File: config.mk
export PLATFORM = sky130hd
export DESIGN_NAME = call_request_queue
export DESIGN_NICKNAME = d
export VERILOG_FILES = /design/src/rtl/call_request_queue.sv
export SDC_FILE = /design/constraint.sdc
export NUM_CORES = 1
export LEC_CHECK = 0
export ABC_AREA = 1
export BUFFER_PORTS_ARGS = -buffer_cell sky130_fd_sc_hd__buf_2
export CORE_MARGIN = 2
export CORE_UTILIZATION = 27
export DETAILED_ROUTE_END_ITERATION = 16
export SYNTH_ARGS = -nofsm -noshare
export SYNTH_HDL_FRONTEND = slang
export SYNTH_HIERARCHICAL = 1
export SYNTH_SLANG_ARGS = --single-unit
File: constraint.sdc
create_clock -name clk -period 2.74 [get_ports clk]
set_clock_uncertainty 0.15 [all_clocks]
set_input_delay 0.548 -clock clk [delete_from_list [all_inputs] [get_ports clk]]
set_output_delay 0.548 -clock clk [all_outputs]
set_load 0.005 [all_outputs]
File: src/rtl/call_request_queue.sv
// Elevator call front-end: debounces cabin/hall buttons, validates hall calls, queues them for memory_manager.
// Optional feature: define CALL_DEDUP_EN to drop pending calls already present in the FIFO.

module crq_debounce #(
  parameter int DEB_CYCLES = 16
) (
  input  logic clk,
  input  logic reset,
  input  logic din,
  output logic rise
);
  localparam int CW = $clog2(DEB_CYCLES + 1);

  logic [1:0]    sync;
  logic          level, level_q;
  logic [CW-1:0] cnt;

  always_ff @(posedge clk or posedge reset) begin
    if (reset) begin
      sync    <= '0;
      level   <= 1'b0;
      level_q <= 1'b0;
      cnt     <= '0;
    end else begin
      sync    <= {sync[0], din};
      level_q <= level;
      if (sync[1] == level)
        cnt <= '0;
      else if (cnt == CW'(DEB_CYCLES - 1)) begin
        level <= sync[1];
        cnt   <= '0;
      end else
        cnt <= cnt + 1'b1;
    end
  end

  assign rise = level & ~level_q;
endmodule

module call_request_queue #(
  parameter int DEB_CYCLES = 16,
  parameter int DEPTH      = 4
) (
  input  logic                    clk,
  input  logic                    reset,
  input  logic [3:0]              btn_cabin,
  input  logic                    btn_hall,
  input  logic                    switch_u_d,
  input  logic [1:0]              switch_floor,
  output logic                    req_valid,
  output logic [1:0]              req_floor,
  output logic [1:0]              req_type,
  input  logic                    req_ack,
  output logic [$clog2(DEPTH):0]  fifo_count,
  output logic                    call_err
);
  localparam int AW   = $clog2(DEPTH);
  localparam int NSRC = 5;
  localparam int HALL = 4;

  typedef struct packed {
    logic [1:0] floor;
    logic [1:0] rtype;
  } call_t;

  logic [NSRC-1:0] raw, rise, pend, dup, cand, set_mask, clr_mask;
  logic            hall_up, hall_bad;
  logic [1:0]      hall_floor;
  call_t [NSRC-1:0] src;
  call_t           mem [DEPTH];
  call_t           wr_data;
  logic [AW-1:0]   wr_ptr, rd_ptr;
  logic [AW:0]     count;
  logic [2:0]      sel;
  logic            found, full, push, pop;

  assign raw = {btn_hall, btn_cabin};

  for (genvar g = 0; g < NSRC; g++) begin : g_deb
    crq_debounce #(.DEB_CYCLES(DEB_CYCLES)) u_deb (
      .clk  (clk),
      .reset(reset),
      .din  (raw[g]),
      .rise (rise[g])
    );
  end

  assign hall_bad = switch_u_d ? (switch_floor == 2'd3) : (switch_floor == 2'd0);

  always_comb begin
    for (int s = 0; s < 4; s++) src[s] = {2'(s), 2'b11};
    src[HALL] = {hall_floor, (hall_up ? 2'b01 : 2'b10)};
  end

`ifdef CALL_DEDUP_EN
  logic [DEPTH-1:0] occ;

  // Slot k is live when its distance from the read pointer is below the count.
  always_comb begin
    for (int k = 0; k < DEPTH; k++) occ[k] = {1'b0, AW'(k) - rd_ptr} < count;
  end
`endif

  always_comb begin
    dup = '0;
`ifdef CALL_DEDUP_EN
    for (int s = 0; s < NSRC; s++)
      for (int k = 0; k < DEPTH; k++)
        if (pend[s] && occ[k] && (mem[k] == src[s])) dup[s] = 1'b1;
`endif
    cand  = pend & ~dup;
    sel   = '0;
    found = 1'b0;
    for (int s = NSRC - 1; s >= 0; s--)
      if (cand[s]) begin
        sel   = 3'(s);
        found = 1'b1;
      end
    pop      = req_ack && (count != '0);
    full     = count == (AW + 1)'(DEPTH);
    push     = found && (!full || pop);
    wr_data  = src[sel];
    clr_mask = dup;
    if (push) clr_mask[sel] = 1'b1;
    set_mask = {rise[HALL] && !hall_bad, rise[3:0]};
  end

  always_ff @(posedge clk or posedge reset) begin
    if (reset) begin
      pend       <= '0;
      hall_up    <= 1'b0;
      hall_floor <= '0;
      call_err   <= 1'b0;
      wr_ptr     <= '0;
      rd_ptr     <= '0;
      count      <= '0;
      for (int k = 0; k < DEPTH; k++) mem[k] <= '0;
    end else begin
      // A fresh press wins over a same-cycle service of that source.
      pend     <= (pend & ~clr_mask) | set_mask;
      call_err <= rise[HALL] && hall_bad;
      if (rise[HALL] && !hall_bad) begin
        hall_up    <= switch_u_d;
        hall_floor <= switch_floor;
      end
      if (push) begin
        mem[wr_ptr] <= wr_data;
        wr_ptr      <= wr_ptr + 1'b1;
      end
      if (pop) rd_ptr <= rd_ptr + 1'b1;
      case ({push, pop})
        2'b10:   count <= count + 1'b1;
        2'b01:   count <= count - 1'b1;
        default: ;
      endcase
    end
  end

  assign req_valid              = count != '0;
  assign {req_floor, req_type}  = req_valid ? mem[rd_ptr] : call_t'('0);
  assign fifo_count             = count;
endmodule

* After elaboration in Yosys (flattened, before gate mapping)
Index checks and enable logic that the tools add are counted.
** Storage, ports and cells
- Output and inout port bits :: 9
- Register bits after elaboration :: 77
- Input bits :: 11
** Operators by class
- Eq/ne operators :: 14
- Muxes and demuxes :: 35
- Reductions and logical operators :: 17
- $lt $le $gt $ge :: 5
- Bitwise operators :: 20
- Add/sub/neg operators :: 9
** Operator list (number)
- 2-to-1 mux 5 bit :: 11
- adder 5 x 1 -> 5 bit, second input constant :: 5
- == test 5 x 4 -> 1 bit, second input constant :: 5
- 2-to-1 mux 4 bit :: 5
- bitwise mux 16 bit :: 1
- 2-to-1 mux 3 bit :: 5
- binary-select mux 4 bit (select 3 bit) :: 1
- inverter 1 bit :: 10
- AND reduction 2 bit :: 5
- binary-select mux 4 bit (select 2 bit) :: 1
- demux 4 bit (select 2 bit) :: 1
- 2-to-1 mux 1 bit :: 7
- greater-or-equal comparator 3 bit, second input constant :: 2
- logical AND 1 bit :: 6
- inverter 2 -> 3 bit :: 2
- one-hot mux 3 bit (2 select lines) :: 1
- AND 1 bit :: 5
- AND 5 bit :: 1
- == test 1 bit :: 5
- inverter 5 bit :: 1
- bitwise OR 5 bit :: 1
- adder 2 x 1 -> 2 bit, second input constant :: 2
- == test 2 bit, second input constant :: 2
- less-than comparator 3 x 4 -> 1 bit, second input constant :: 1
- 13 further kinds :: 14

* Logic depth before layout (Yosys ltp)
Gate-level depths: netlist of run 1.
- Depth in word-level cells :: 13
- Gate-level depth with buffers :: 10

* Modules after synthesis
Netlist of run 1, hierarchy kept.
** By module, submodules not included
- crq_debounce :: area an instance 359.1 um2, instances 5, cells each 39
- call_request_queue :: area an instance 1687.9 um2, instances 1, cells each 202

* Worst setup path before layout of run 1
OpenSTA, ideal clock, no wires.
- Path type :: input to register
- From :: input port req_ack
- To :: register count[2], in the netlist fifo_count[2]
- Buffers on the path :: 0
- Stages on the path :: 9
- Data arrival time :: 1.906 ns
- Path slack :: 0.553 ns
- Cell sequence :: nor2_1 -> nand2_4 -> nand2_4 -> ha_1 -> inv_1 -> fa_1 -> a21oi_1 -> o21ai_0 -> xor2_1
** On the way
- Cells in the longest elaborated chain, start to end :: 5
- Elaborated cells between the ends (all ways) :: 7
- Those cells by class :: eq/ne: 2; mux: 1; reduce/logical: 4
** Ends and longest elaborated chain
- start: declaration :: line 53 : input logic req_ack,
- logical AND 1 bit (*) :: line 119 : pop = req_ack && (count != '0);
- logical OR 1 bit :: line 121 : push = found && (!full || pop);
- logical AND 1 bit :: line 121
- == test 2 x 1 -> 1 bit / == test 2 bit (equally long branches) :: line 151 : case ({push, pop})
- one-hot mux 3 bit (2 select lines) / nonzero test 2 bit (equally long branches)
- end signal: assignment :: line 152 : 2'b10: count <= count + 1'b1;
- end signal: assignment :: line 153 : 2'b01: count <= count - 1'b1;
- end: declaration :: line 73 : logic [AW:0] count;
Every way passes the cells marked *; elsewhere a longest branch is shown, timed or not.
A chain may end at the register's enable or synchronous reset.

* Worst setup path after layout of run 1
- From :: register rd_ptr[0]
- To :: output port req_type[0]
** On the way
- Cells in the longest elaborated chain, start to end :: 5
** Ends and longest elaborated chain
- start: declaration :: line 72 : logic [AW-1:0] wr_ptr, rd_ptr;
- start signal: assignment :: line 150 : if (pop) rd_ptr <= rd_ptr + 1'b1;
- inverter 2 -> 3 bit (not written as such) :: line 160 : assign {req_floor, req_type} = req_valid ? mem[rd_ptr] : call_t'('0);
- binary-select mux 4 bit (select 2 bit) :: line 160
- 2-to-1 mux 4 bit (not written as such) (2 in series) :: line 160
- 2-to-1 mux 4 bit :: line 160
- end: declaration :: line 52 : output logic [1:0] req_type,
Every way passes these cells. The select of a mux whose other input is x is not followed.

==> results.ini, run 1 <==
[clock_tree]
cts.clk_slew.worst_paths_ps = 60
cts.sinks = 77
clock-root-buffer = clkbuf_16
htree_levels = 3
cts_resized = 0
clockBufferDepth = 2
cts_buffers = 9
cts_hold_buffers = 0
cts_setup_buffers = 0
clk_latency_ps = 330
cts_tree = yes

[sta]
max_freq_mhz = 432
tightest_slew_ps = 412
rsz0062_at_grt = no
drv_slew = 0
fin_setup_tns_ps = 0
hold_viol_final = 0
fin_crit_ps = 2320
period_share_pct = 84.5
setup_viol = 0
maxSlewHeadroom_pct = 72.5
worst_slack_ps = 424
hold_slack_ps = 84.9

[final_layout]
syn2layout_area_growth_pct = 17.3
layoutNonFillerInstCount = 604
num_antenna_cells = 0
final_layout_size_suffix_gt1_share_pct = 12.7
layout_common_cells = nand2_1, dfrtp_1, inv_1
nets = 449
design_area_mm2 = 0.00409
final_common_cell = nand2_1
final_util_pct = 32.4

[floorplan]
io_pins = 20
core_area_mm2 = 0.0126
start_util_pct = 27.6
die_height_um = 118
num_rows = 41
die_area_mm2 = 0.0138
die_w_um = 118

[global_routing]
grt-ovfl-total = 0
grt_max_degree = 33
track_usage_pct = 9.68
grt_pass1_wl_um = 10900
first_global_vias = 2509
antenna_found_initial = 0

[drt]
wl_per_cell_um = 9.87
routed_wl_um = 5960
drc = 0
final_antenna_net_count = 0
dr.pass1.iters = 4
drt_iter0_drc = 149
via_count = 2485
via_per_inst = 4.11

[run_status]
status = complete, no violations

[synthesis]
synth_edf_count = 0
async_reset_ff_share_pct = 100
synth_warnings = 6
syn_inst = 397
avgSynthCellArea_um2 = 8.77
synthFlopType = dfrtp_1
ys_types = 24
syn-num-nets = 419
ys_seq_area_share_pct = 55.3
syn_area_mm2 = 0.00348
ys_seq_elements = 77

[power]
power_leakage_nw = 2.13
peakVddDrop_uv = 302
power_density_mw_per_mm2 = 855
power_mw = 3.49

[job]
maxCapViolations = 0

[placed_design]
place_area_mm2 = 0.00379
place.gp.congestion = 0.787
dp_hpwl_um = 4420
place_ws_ps = 329
port_buffers = 19
place_inst = 588

[critical_path]
critPathArrivalTime_ps = 1620
endpoint_kind = primary output
worstSetupPathType = reg2out
cp_data_required_time_ps = 2040
critPathLaunchType = register
critPathMaxFanout = 10

[min_path]
hp-class = in2async

==> state kept, by name, indices dropped and copies added (netlist names), 2 cells and up <==
| register | flops |
|---|---|
| wr_ptr | 2 |
| g_deb.u_deb/sync | 10 |
| rd_ptr | 2 |
| g_deb.u_deb/level | 5 |
| fifo_count | 3 |
| cand | 5 |
| mem | 16 |
| hall_floor | 2 |
| g_deb.u_deb/cnt | 25 |
| g_deb.u_deb/level_q | 5 |
==> final timing paths <==
| kind | start | end | slack [ps] | cells after the start |
|---|---|---|---|---|
| setup / recovery | rd_ptr[0] | req_type[0] | 420 | 4 |
| hold / removal | reset | g_deb[2].u_deb/cnt[1] | 80 | 2 |
| setup reg to reg | cand[3] | fifo_count[2] | 530 | 9 |
| hold reg to reg | g_deb[3].u_deb/sync[0] | g_deb[3].u_deb/sync[1] | 200 | 0 |
| max in group asynchronous | reset | mem[3] | 1920 | 3 |
| min in group clk | btn_cabin[1] | g_deb[1].u_deb/sync[0] | 170 | 1 |
==> logic make-up (layout without fill, tap and decap cells) <==
group                    Yosys count  count (layout)  synth area share (%)
XOR/XNOR                           9               9                  2.48
AO/OA/AOI/OAI                     25              25                  3.84
AND/OR/NAND/NOR                  213             213                  27.4
flip-flops                        77              77                  55.3
buffers and inverters             62              97                  6.79
adder cells (fa/ha/maj)           11              11                  4.17
==> Yosys cell counts, types with 5 or more instances <==
master     n  area (um^2)
nor2_1    53          199
a21oi_1    8         40.0
ha_1      10          125
nand4_1   12         75.1
o21ai_0   14         70.1
inv_2      5         18.8
nand2_1  121          454
inv_1     55          206
xnor2_1    6         52.6
nand3_4    5         87.6
dfrtp_1   77         1930
nand3_1   15         75.1
==> per-layer routing <==
layer	part of all wire, %	GRT usage [%]	vias up	wire length [um]
li1	-	-	1282	-
met2	46	15.4	41	2740
met4	0.89	3.54	0	53
met1	49	12.0	1155	2920
met5	0	0	-	0
met3	4.2	3.73	7	249
==> worst max-delay path, stage by stage (launching register included) <==
cell and delay (ps):
dfrtp_1 520, clkinv_1 290, o21ai_0 260, a21oi_1 90, buf_2 130
==> power breakdown <==
group          switching (mW)  internal, mW  total (mW)
clock network           0.488         0.655        1.14
logic                   0.510         0.344       0.854
registers               0.161          1.33        1.49
total                    1.16          2.33        3.49
==> final cells by class <==
| type | instances | area [um^2] |
|---|---|---|
| fill | 1317 | 8530 |
| sequential | 77 | 1930 |
| multi-input combinational | 258 | 1320 |
| clock buffer | 10 | 239 |
| inverter | 61 | 229 |
| tap | 172 | 215 |
| timing repair buffer | 20 | 103 |
| clock inverter | 6 | 53.8 |
No activity file was read; power rests on OpenSTA's default activity.
==> run 2, diff against run 1 <==
clock period = 2.3 ns   (was 2.74 ns; I/O delays follow)
==> run 2 against run 1 <==
  * The run now ends with negative hold slack left
  * Critical path type is now reg2reg
  * Utilization is 0.069 points higher
  * Flip-flop and latch count unchanged
  * Clock power up 18%
  * Largest cell class unchanged
  * Critical path depth grew 5
==> results.ini, run 2 (synthesis results as in run 1) <==
[run_status]
status = finished with violations
violations = negative hold slack

[floorplan]
die_area_mm2 = 0.0138
core_area_mm2 = 0.0126
num_rows = 41
die_w_um = 118
io_pins = 20
die_height_um = 118
start_util_pct = 27.6

[clock_tree]
cts.clk_slew.worst_paths_ps = 60
clk_latency_ps = 330
cts_buffers = 9
clockBufferDepth = 2
clock-root-buffer = clkbuf_16
cts_hold_buffers = 0
cts.sinks = 77
cts_setup_buffers = 0
htree_levels = 3
cts_tree = yes

[final_layout]
largest_reg_flops = 25
final_common_cell = nand2_1
layout_common_cells = nand2_1, dfrtp_1, inv_1
syn2layout_area_growth_pct = 17.6
largest_register = g_deb.u_deb/cnt
nets = 451
num_antenna_cells = 0
reg_top3 = g_deb.u_deb/cnt x25, mem x16, g_deb.u_deb/sync x10
final_layout_size_suffix_gt1_share_pct = 13.2

[critical_path]
endpoint_kind = register
critPathMaxFanout = 7
worstSetupPathType = reg2reg
reg2reg_setup_slack_ps = 210
cp_data_required_time_ps = 2360
crit_start = cand[1]
critPathArrivalTime_ps = 2140
reg2reg_from = cand[1]
critPathLaunchType = register

[sta]
drv_slew = 0
fin_crit_ps = 2090
max_freq_mhz = 479
hold_viol_final = 3
rsz0062_at_grt = no
tightest_slew_ps = 415
setup_viol = 0
period_share_pct = 90.7
fin_setup_tns_ps = 0
hold_slack_ps = -1.03
maxSlewHeadroom_pct = 72.4

[drt]
via_count = 2451
via_per_inst = 4.05
wl_per_cell_um = 9.83
drc = 0
routed_wl_um = 5950
dr.pass1.iters = 4
drt_iter0_drc = 118
final_antenna_net_count = 0

[placed_design]
port_buffers = 19
dp_hpwl_um = 4340
place.gp.congestion = 0.757

[global_routing]
grt_max_degree = 33
track_usage_pct = 9.65
antenna_found_initial = 0
first_global_vias = 2392
grt_pass1_wl_um = 10800
grt-ovfl-total = 0

[power]
power_leakage_nw = 2.13
peakVddDrop_uv = 465
power_density_mw_per_mm2 = 1020

[job]
maxCapViolations = 0

[min_path]
hp-class = in2async

==> run 2: cell types whose count changed in the layout (fill, tap and decap cells not counted), sizes merged <==
cell      before  now
bufinv         0    1
inv           64   60
clkinvlp       1    2
clkinv         2    3
buf           20   22
==> run 2: layout make-up <==
type | count | area (um^2)
inverters | 61 | 233
repair buffers | 22 | 118
flip-flops and latches | 77 | 1930
multi-input cells | 258 | 1320
fillers | 1349 | 8520
well taps | 172 | 215
clock inverters | 5 | 52.6
clock buffers | 10 | 229
==> run 2: final timing paths <==
| check | cells past startpoint | to |
|---|---|---|
| worst max-delay path | 9 | fifo_count[2] |
| worst min-delay path | 2 | g_deb[3].u_deb/level_q |
| worst max register to register | 9 | fifo_count[2] |
| worst min register to register | 0 | g_deb[0].u_deb/sync[1] |
| max in group asynchronous | 3 | rd_ptr[0] |
| min in group clk | 1 | g_deb[2].u_deb/sync[0] |
==> run 2: power breakdown <==
group	total (mW)	switching (mW)	internal, mW
sequential	1.79	0.198	1.59
combinational	1.03	0.604	0.427
clock	1.35	0.519	0.827
==> run 2: worst max-delay path: stages, from the launching register on <==
cell	delay [ps]
dfrtp_1	400
nor2_4	210
nand3_4	110
nand2_4	100
ha_1	140
inv_1	60
fa_1	370
a21oi_1	150
o21ai_0	110
xor2_1	150
==> run 2: repair_timing <==
| item | in CTS | in global routing |
|---|---|---|
| setup endpoints to repair | 0 | 4 |
| resized for setup | 0 | 2 |
| hold endpoints to repair | 0 | 0 |
==> run 2: layer usage <==
metal / routed length, um / track usage [%] / vias up
met2: 2670 / 14.8 / 29
li1: - / - / 1281
met3: 240 / 3.10 / 9
met5: 0 / 0 / -
met4: 96 / 4.74 / 0
met1: 2940 / 12.3 / 1132
==> run 2: per-stage QoR <==
stage	utilization, %	cell area [um^2]	instances	worst slack, ps	total power, mW
6_report	32.5	4100	605	214	4.17
5_1_grt	32.5	4100	605	77.2	4.47
4_1_cts	32.4	4090	605	71.4	4.22
3_5_place_dp	30.2	3810	590	110	2.84
3_3_place_gp	30.2	3810	590	142	2.82
2_1_floorplan	-	3480	397	201	2.54
==> run 3, diff against run 2 <==
REMOVE_ABC_BUFFERS = 1   (was default)
==> run 3 against run 2 <==
  * Combinational power is essentially flat
  * Register-to-register slack hardly changed
  * Clock power about the same
  * The run now ends clean
  * Sequential share of layout area fell by 0.20 points
  * Critical path type is now reg2out
  * Via count increased by 2.4%
  * Die area did not move
==> results.ini, run 3 (synthesis results as in run 1) <==
[run_status]
status = complete, no violations

[final_layout]
largest_register = g_deb.u_deb/cnt
num_antenna_cells = 0
layout_common_cells = nand2_1, dfrtp_1, inv_1
nets = 452
largest_reg_flops = 25
syn2layout_area_growth_pct = 18.1
final_common_cell = nand2_1
design_area_mm2 = 0.00411
reg_top3 = g_deb.u_deb/cnt x25, mem x16, g_deb.u_deb/sync x10
final_layout_size_suffix_gt1_share_pct = 13.3

[sta]
hold_viol_final = 0
max_freq_mhz = 469
fin_setup_tns_ps = 0
rsz0062_at_grt = no
tightest_slew_ps = 432
fin_crit_ps = 2130
worst_slack_ps = 168
period_share_pct = 92.7
drv_slew = 0
maxSlewHeadroom_pct = 71.2
setup_viol = 0

[power]
power_leakage_nw = 2.14
power_density_mw_per_mm2 = 1020
peakVddDrop_uv = 498
switchingPower_mw = 1.36
p_int_mw = 2.81
combinationalPowerShare_pct = 25.2
switching_share_pct = 32.7
clkPwrFrac_pct = 32.0
seqPwrFrac_pct = 42.7
power_mw = 4.18

[global_routing]
grt-ovfl-total = 0
grt_max_degree = 32
first_global_vias = 2519
track_usage_pct = 10.2
antenna_found_initial = 0
grt_pass1_wl_um = 11200

[clock_tree]
cts_tree = yes
htree_levels = 3
clock-root-buffer = clkbuf_16
cts.sinks = 77
clockBufferDepth = 2
clk_latency_ps = 330
cts_buffers = 9
cts.clk_slew.worst_paths_ps = 60
cts_setup_buffers = 0

[critical_path]
crit_buf_inv = 2
crit_start = rd_ptr[0]
reg2reg_from = cand[3]
worstSetupPathType = reg2out
cp_data_required_time_ps = 1690
critPathArrivalTime_ps = 1520
critPathMaxFanout = 10
critPathLaunchType = register
critPathMaxStageDelay_ps = 480
cp_top_family = flip-flops
path_depth = 4
worstReg2RegEnd = fifo_count[2]
reg2reg_setup_slack_ps = 210
cp_slowest_cell = dfrtp_2
path_cells = clkinvlp_4, o21ai_0, a21oi_1, buf_2
endpoint_kind = primary output
r2r_cells = 9
cp-endpoint = req_type[1]

[floorplan]
die_w_um = 118
core_area_mm2 = 0.0126
die_area_mm2 = 0.0138
io_pins = 20
die_height_um = 118
start_util_pct = 27.6
num_rows = 41

[drt]
routed_wl_um = 6280
dr.pass1.iters = 4
final_antenna_net_count = 0
drt_iter0_drc = 121
via_per_inst = 4.13
wl_per_cell_um = 10.3
via_count = 2509
drc = 0

[placed_design]
place.gp.congestion = 0.847
dp_hpwl_um = 4590
place_area_mm2 = 0.00381
port_buffers = 19
place_ws_ps = 72.8

[min_path]
hp-class = in2reg

[job]
maxCapViolations = 0

-- run 3: changes by cell type in the layout (fill, tap and decap cells not counted), sizes merged --
cell,previous run,this run
clkbuf,10,12
dlygate4sd3,0,1
clkinvlp,2,3
bufinv,1,0
clkinv,3,2
-- run 3: timing repair --
action	in CTS	in global routing
resized for setup	0	2
hold buffers	1	0
endpoints found under the setup margin	0	4
hold endpoints to repair	14	0
-- run 3: per-stage QoR --
| step | std cells | utilization, % | hold slack (ps) |
|---|---|---|---|
| floorplan | 396 | - | 138 |
| global placement | 590 | 30.2 | 183 |
| detailed placement | 590 | 30.2 | 185 |
| CTS | 607 | 32.6 | 60.0 |
| global route | 607 | 32.6 | 61.8 |
| finish | 607 | 32.6 | 77.9 |
-- run 3: how the worst min path moves through the flow --
stage	start	end	slack, ps	cells after the start
detailed placement	g_deb[0].u_deb/sync[0]	g_deb[0].u_deb/sync[1]	180	0
finish	btn_cabin[1]	g_deb[1].u_deb/sync[0]	80	1
CTS	btn_cabin[1]	g_deb[1].u_deb/sync[0]	60	1
global route	btn_cabin[3]	g_deb[3].u_deb/sync[0]	60	1
global placement	g_deb[4].u_deb/sync[0]	g_deb[4].u_deb/sync[1]	180	0
floorplan	reset	g_deb[0].u_deb/cnt[0]	140	1
-- run 3: cell type report --
cell class              count  area (um^2)
multi-input cells         258         1320
clock buffers              12          256
repair buffers             23          128
well taps                 172          215
inverters                  61          233
clock inverters             4         32.5
flip-flops and latches     77         1930
fillers                  1359         8510
-- run 3: layer usage --
metal	up-vias	wire length, um	GRT usage (%)	share of wire, %
li1	1289	-	-	-
met1	1179	3160	12.8	50
met2	39	2870	15.5	46
met3	2	211	4.36	3.4
met4	0	44	3.77	0.70
met5	-	0	0	0
-- run 3: power by group through the flow --
stage | Clock, mW | Combinational (mW) | Sequential, mW
3_5_place_dp | 0 | 1.06 | 1.80
3_3_place_gp | 0 | 1.04 | 1.79
2_1_floorplan | 0 | 0.778 | 1.75
5_1_grt | 1.45 | 1.20 | 1.82
6_report | 1.34 | 1.05 | 1.79
4_1_cts | 1.39 | 1.07 | 1.78
